$ cat src/rtl/spi_slave_pkg.sv
// Shared definitions for the SPI responder: FSM state encoding and the
// idle levels that the input synchronisers come out of reset with.
package spi_slave_pkg;

  typedef enum logic [1:0] {
    IDLE  = 2'b00,
    LEAD  = 2'b01,
    SHIFT = 2'b10,
    DONE  = 2'b11
  } state_e;

  // Line levels seen while no frame is in progress.
  localparam logic SCLK_IDLE = 1'b0;
  localparam logic CS_IDLE   = 1'b1;
  localparam logic MOSI_IDLE = 1'b0;

endpackage

$ cat src/rtl/spi_slave_sync_edge.sv
// Two-flop synchroniser for an asynchronous pin, plus one extra flop so
// single-cycle rise/fall strobes can be derived from the synchronised level.
module sync_edge #(
  parameter logic RST_VAL = 1'b0
) (
  input  logic clk,
  input  logic reset,
  input  logic d_i,
  output logic sync_o,
  output logic rise_o,
  output logic fall_o
);

  logic meta_q;
  logic sync_q;
  logic prev_q;

  // Synchroniser chain; reset forces the line's idle level so no edge is
  // reported when reset is released on an idle bus.
  always_ff @(posedge clk) begin
    if (!reset) begin
      meta_q <= RST_VAL;
      sync_q <= RST_VAL;
      prev_q <= RST_VAL;
    end else begin
      meta_q <= d_i;
      sync_q <= meta_q;
      prev_q <= sync_q;
    end
  end

  assign sync_o = sync_q;
  assign rise_o = sync_q & ~prev_q;
  assign fall_o = ~sync_q & prev_q;

endmodule

$ cat src/rtl/spi_slave.sv
// SPI responder: oversamples sclk/chip_select/mosi on the system clock,
// shifts a held transmit byte out on miso and assembles the received byte,
// reporting completion with rx_valid or an early chip_select release with
// frame_abort.
module spi_slave
  import spi_slave_pkg::*;
#(
  parameter int DATA_W     = 8,
  parameter int LEAD_EDGES = 1
) (
  input  logic              clk,
  input  logic              reset,
  input  logic              sclk,
  input  logic              chip_select,
  input  logic              mosi,
  output logic              miso,
  input  logic [DATA_W-1:0] tx_data,
  input  logic              tx_load,
  output logic              tx_ready,
  output logic [DATA_W-1:0] rx_data,
  output logic              rx_valid,
  output logic              frame_abort
);

  localparam int CNT_W  = (DATA_W > 1) ? $clog2(DATA_W) : 1;
  localparam int EDGE_W = (LEAD_EDGES > 1) ? $clog2(LEAD_EDGES) : 1;
  localparam logic [CNT_W-1:0]  BIT_LAST  = CNT_W'(DATA_W - 1);
  localparam logic [EDGE_W-1:0] LEAD_LAST = EDGE_W'((LEAD_EDGES > 0) ? LEAD_EDGES - 1 : 0);

  // Synchronised pin events
  logic sclk_fall, sclk_sync_unused, sclk_rise_unused;
  logic cs_fall, cs_rise, cs_sync_unused;
  logic mosi_s, mosi_rise_unused, mosi_fall_unused;

  sync_edge #(.RST_VAL(SCLK_IDLE)) u_sync_sclk (
    .clk    (clk),
    .reset  (reset),
    .d_i    (sclk),
    .sync_o (sclk_sync_unused),
    .rise_o (sclk_rise_unused),
    .fall_o (sclk_fall)
  );

  sync_edge #(.RST_VAL(CS_IDLE)) u_sync_cs (
    .clk    (clk),
    .reset  (reset),
    .d_i    (chip_select),
    .sync_o (cs_sync_unused),
    .rise_o (cs_rise),
    .fall_o (cs_fall)
  );

  sync_edge #(.RST_VAL(MOSI_IDLE)) u_sync_mosi (
    .clk    (clk),
    .reset  (reset),
    .d_i    (mosi),
    .sync_o (mosi_s),
    .rise_o (mosi_rise_unused),
    .fall_o (mosi_fall_unused)
  );

  // FSM and datapath state
  state_e              state_q, state_d;
  logic [DATA_W-1:0]   hold_q, hold_d;
  logic [DATA_W-1:0]   tx_sh_q, tx_sh_d;
  logic [DATA_W-2:0]   rx_sh_q, rx_sh_d;
  logic [DATA_W-1:0]   rx_full;
  logic [CNT_W-1:0]    bit_cnt_q, bit_cnt_d;
  logic [EDGE_W-1:0]   edge_cnt_q, edge_cnt_d;
  logic [DATA_W-1:0]   rx_data_q, rx_data_d;
  logic                rx_valid_q, rx_valid_d;
  logic                abort_q, abort_d;

  logic capture;
  logic shift_en;
  logic last_fall;

  // State register
  always_ff @(posedge clk) begin
    if (!reset) begin
      state_q <= IDLE;
    end else begin
      state_q <= state_d;
    end
  end

  // Next-state logic; a final fall coinciding with chip_select release
  // completes the frame and returns straight to IDLE, since no further
  // cs_rise will arrive to leave DONE.
  always_comb begin
    state_d = state_q;
    unique case (state_q)
      IDLE: begin
        if (cs_fall) state_d = (LEAD_EDGES > 0) ? LEAD : SHIFT;
      end
      LEAD: begin
        if (cs_rise)                                    state_d = IDLE;
        else if (sclk_fall && (edge_cnt_q == LEAD_LAST)) state_d = SHIFT;
      end
      SHIFT: begin
        if (last_fall)    state_d = cs_rise ? IDLE : DONE;
        else if (cs_rise) state_d = IDLE;
      end
      DONE: begin
        if (cs_rise) state_d = IDLE;
      end
      default: state_d = IDLE;
    endcase
  end

  // FSM outputs and strobes; miso is a mux of registered state so it only
  // moves on the clock after a detected sclk fall.
  always_comb begin
    capture   = (state_q == IDLE) && cs_fall;
    tx_ready  = !capture;
    shift_en  = (state_q == SHIFT) && sclk_fall;
    last_fall = shift_en && (bit_cnt_q == BIT_LAST);
    miso      = ((state_q == LEAD) || (state_q == SHIFT)) ? tx_sh_q[DATA_W-1] : 1'b0;
  end

  // Datapath next values. The holding register accepts tx_load even in the
  // capture cycle: the capture reads the old value, so a colliding write
  // lands for the following frame. tx_ready only flags that capture cycle.
  always_comb begin
    hold_d     = hold_q;
    tx_sh_d    = tx_sh_q;
    rx_sh_d    = rx_sh_q;
    bit_cnt_d  = bit_cnt_q;
    edge_cnt_d = edge_cnt_q;
    rx_data_d  = rx_data_q;
    rx_valid_d = 1'b0;
    abort_d    = 1'b0;
    rx_full    = {rx_sh_q, mosi_s};

    if (tx_load) hold_d = tx_data;

    if (capture) begin
      tx_sh_d    = hold_q;
      rx_sh_d    = '0;
      bit_cnt_d  = '0;
      edge_cnt_d = '0;
    end

    if ((state_q == LEAD) && sclk_fall) edge_cnt_d = edge_cnt_q + 1'b1;

    if (shift_en) begin
      rx_sh_d   = rx_full[DATA_W-2:0];
      tx_sh_d   = {tx_sh_q[DATA_W-2:0], 1'b0};
      bit_cnt_d = bit_cnt_q + 1'b1;
    end

    if (last_fall) begin
      rx_data_d  = rx_full;
      rx_valid_d = 1'b1;
    end

    abort_d = cs_rise && ((state_q == LEAD) || ((state_q == SHIFT) && !last_fall));
  end

  // Datapath registers
  always_ff @(posedge clk) begin
    if (!reset) begin
      hold_q     <= '0;
      tx_sh_q    <= '0;
      rx_sh_q    <= '0;
      bit_cnt_q  <= '0;
      edge_cnt_q <= '0;
      rx_data_q  <= '0;
      rx_valid_q <= 1'b0;
      abort_q    <= 1'b0;
    end else begin
      hold_q     <= hold_d;
      tx_sh_q    <= tx_sh_d;
      rx_sh_q    <= rx_sh_d;
      bit_cnt_q  <= bit_cnt_d;
      edge_cnt_q <= edge_cnt_d;
      rx_data_q  <= rx_data_d;
      rx_valid_q <= rx_valid_d;
      abort_q    <= abort_d;
    end
  end

  assign rx_data     = rx_data_q;
  assign rx_valid    = rx_valid_q;
  assign frame_abort = abort_q;

endmodule

$ cat config.mk
export PLATFORM = sky130hd
export DESIGN_NAME = spi_slave
export DESIGN_NICKNAME = d
export VERILOG_FILES = /design/src/rtl/spi_slave_pkg.sv /design/src/rtl/spi_slave_sync_edge.sv /design/src/rtl/spi_slave.sv
export SDC_FILE = /design/constraint.sdc
export NUM_CORES = 1
export LEC_CHECK = 0
export CAP_MARGIN = 5
export CORE_UTILIZATION = 57
export CTS_CLUSTER_SIZE = 8
export DETAILED_ROUTE_END_ITERATION = 6
export PLACE_DENSITY = 0.82
export SLEW_MARGIN = 15
export SYNTH_ARGS = -nofsm -noshare
export SYNTH_HDL_FRONTEND = slang
export SYNTH_HIERARCHICAL = 1
export SYNTH_SLANG_ARGS = --single-unit
$ cat constraint.sdc
create_clock -name clk -period 3.53 [get_ports clk]
set_clock_uncertainty 0.1 [all_clocks]
set_input_delay 0.706 -clock clk [delete_from_list [all_inputs] [get_ports clk]]
set_output_delay 0.706 -clock clk [all_outputs]
set_load 0.01 [all_outputs]
==> impl_metrics.py <==
metrics = {
    "status": {
        "status": "completed",
    },
    "clocking": {
        "cts_made_buffers": 5,
        "clock_latency_ns": 0.36,
        "ctsResizeCount": 0,
        "clock-sinks": 47,
        "root_buffer": "clkbuf_4",
        "h-tree-depth": 2,
        "post_cts_buffers": 0,
        "ctsLongestPathBuffers": 2,
        "tritoncts": "done",
        "clk_pin_slew_ns": 0.13,
        "postCtsHoldBufs": 0,
    },
    "finish": {
        "n_antenna_cell": 0,
        "register_area_um2": 941,
        "multi_input_area_um2": 835,
        "syn2layout_area_growth_pct": 15.4,
        "fillerInstances": 252,
        "drive_gt1_frac": 0.0543,
        "nNetsFinal": 241,
    },
    "power": {
        "leakagePower_nw": 0.804,
        "total_power_mw": 0.916,
        "power_density_nw_per_um2": 424,
        "ir_drop_mv": 0.380,
    },
    "global_route": {
        "grt_use_total": 0.233,
        "grt_pass1_wl_mm": 6.00,
        "grt_overflow": 0,
        "antenna_found_initial": 0,
        "grt_max_degree": 22,
        "grt_pass1_vias": 1354,
    },
    "synthesis": {
        "yosysWarnings": 6,
        "synth.avg_cell_area_um2": 9.39,
        "syn_inst": 199,
        "synth_nets": 220,
        "syn_area_um2": 1870,
    },
    "worst_setup_path": {
        "critPathRequiredTime_ns": 2.72,
        "timing.critical_path.from": "state_q[0]",
        "crit_path_start_kind": "flip-flop",
        "cp_max_fo": 4,
        "endpoint_kind": "primary output",
        "arrival_ns": 1.87,
        "critPathCapture": "tx_ready",
        "rr_worst_depth": 4,
        "regToRegSetupSlack_ns": 1.27,
        "r2r_end": "state_q[0]",
        "worst-setup-path-type": "flip-flop to primary output",
        "timing.rr.start": "u_sync_sclk/prev_q",
    },
    "floorplanning": {
        "die_y_um": 59.3,
        "die-area_um2": 3510,
        "num_rows": 20,
        "design.core.area_um2": 3080,
        "ioPinCount": 26,
        "dieWidth_um": 59.3,
        "start_util": 0.607,
    },
    "sta": {
        "fmax_mhz": 374,
        "post-route-period-util": 0.758,
        "tightest_slew_ns": 0.768,
        "rsz0062_at_grt": "no",
        "finalSetupViolCount": 0,
        "slew_violations": 0,
        "slew_headroom": 0.487,
        "finalHoldViolCount": 0,
        "layout_min_cycle_time_ns": 2.68,
        "setup-tns-final_ns": 0,
    },
    "drt": {
        "drt-total-wl_mm": 3.52,
        "dr.pass1.iters": 4,
        "remaining_drc_errors": 0,
        "via_per_inst": 5.34,
        "vias": 1414,
        "wire_per_inst_um": 13.3,
        "drtIter0Drc": 85,
        "ant_nets": 0,
    },
    "worst_hold_path": {
        "hold_class": "flip-flop to flip-flop",
    },
    "place": {
        "gp_congestion": 0.845,
        "port_buffers": 25,
        "dp_hpwl_mm": 2.52,
    },
    "job": {
        "maxCapViolations": 0,
    },
}
[how the worst min path moves through the flow]
| stage | start | endpoint | slack, ns | cells past startpoint |
|---|---|---|---|---|
| after floorplan | u_sync_cs/meta_q | u_sync_cs/sync_o | 0.29 | 1 |
| after global placement | u_sync_cs/meta_q | u_sync_cs/sync_o | 0.30 | 1 |
| after detailed placement | u_sync_cs/meta_q | u_sync_cs/sync_o | 0.30 | 1 |
| after CTS | u_sync_cs/meta_q | u_sync_cs/sync_o | 0.33 | 1 |
| after global routing | u_sync_cs/meta_q | u_sync_cs/sync_o | 0.34 | 1 |
| final | u_sync_cs/meta_q | u_sync_cs/sync_o | 0.32 | 1 |
[critical path, cell delays in order, from the launching register on]
cell and delay (ns):
dfxtp_1 0.39, inv_1 0.11, ha_1 0.28, nand2_1 0.17, clkdlybuf4s50_1 0.56
[stage by stage]
stage | cell area (µm²) | hold WS (ns) | setup WS [ns] | std cells | util
floorplan | 1870 | 0.286 | 1.86 | 199 | -
global placement | 2100 | 0.299 | 1.13 | 257 | 0.683
detailed placement | 2100 | 0.300 | 1.08 | 257 | 0.683
CTS | 2160 | 0.328 | 0.845 | 265 | 0.701
global route | 2160 | 0.339 | 0.771 | 265 | 0.701
finish | 2160 | 0.323 | 0.853 | 265 | 0.701
[placed cells by master (no fill, tap or decap), types with 2 or more instances in the layout]
master and n:
a21oi_1 10, a22oi_1 9, a311oi_1 7, and2_1 7, clkbuf_4 5, clkdlybuf4s50_1 25
dfxtp_1 47, ha_1 7, inv_1 4, mux2i_1 10, nand2_1 34, nand2b_1 3
nand3_1 2, nor2_1 27, nor2b_1 6
[metal layers]
| layer | vias up | routed length, µm | GRT usage |
|---|---|---|---|
| met5 | - | 0 | 0 |
| met4 | 0 | 87 | 0.0918 |
| met3 | 11 | 125 | 0.0742 |
| met2 | 24 | 1730 | 0.368 |
| met1 | 663 | 1580 | 0.296 |
| li1 | 716 | - | - |
[flip-flops by register name (all words and copies together) (netlist names)]
signal / count
hold_q: 8
rx_data: 8
tx_sh_q: 8
rx_sh_q: 7
bit_cnt_q: 3
state_q: 2
edge_cnt_q: 1
frame_abort: 1
rx_valid: 1
u_sync_cs/meta_q: 1
u_sync_cs/prev_q: 1
u_sync_cs/sync_o: 1
u_sync_mosi/meta_q: 1
u_sync_mosi/sync_o: 1
u_sync_sclk/meta_q: 1
u_sync_sclk/prev_q: 1
u_sync_sclk/sync_o: 1
[layout make-up]
cell class | count | area share
clock buffers | 6 | 0.0191
clock inverters | 2 | 0.00580
inverters | 4 | 0.00696
multi-input cells | 136 | 0.387
flip-flops and latches | 47 | 0.436
well taps | 44 | 0.0255
repair buffers | 26 | 0.119
[where the power goes]
group	total (mW)	switching, mW	internal [mW]
registers	0.559	0.0100	0.549
logic	0.115	0.0624	0.0530
clock network	0.241	0.164	0.0770
total	0.916	0.236	0.679
(Power assumes the default switching activity.)
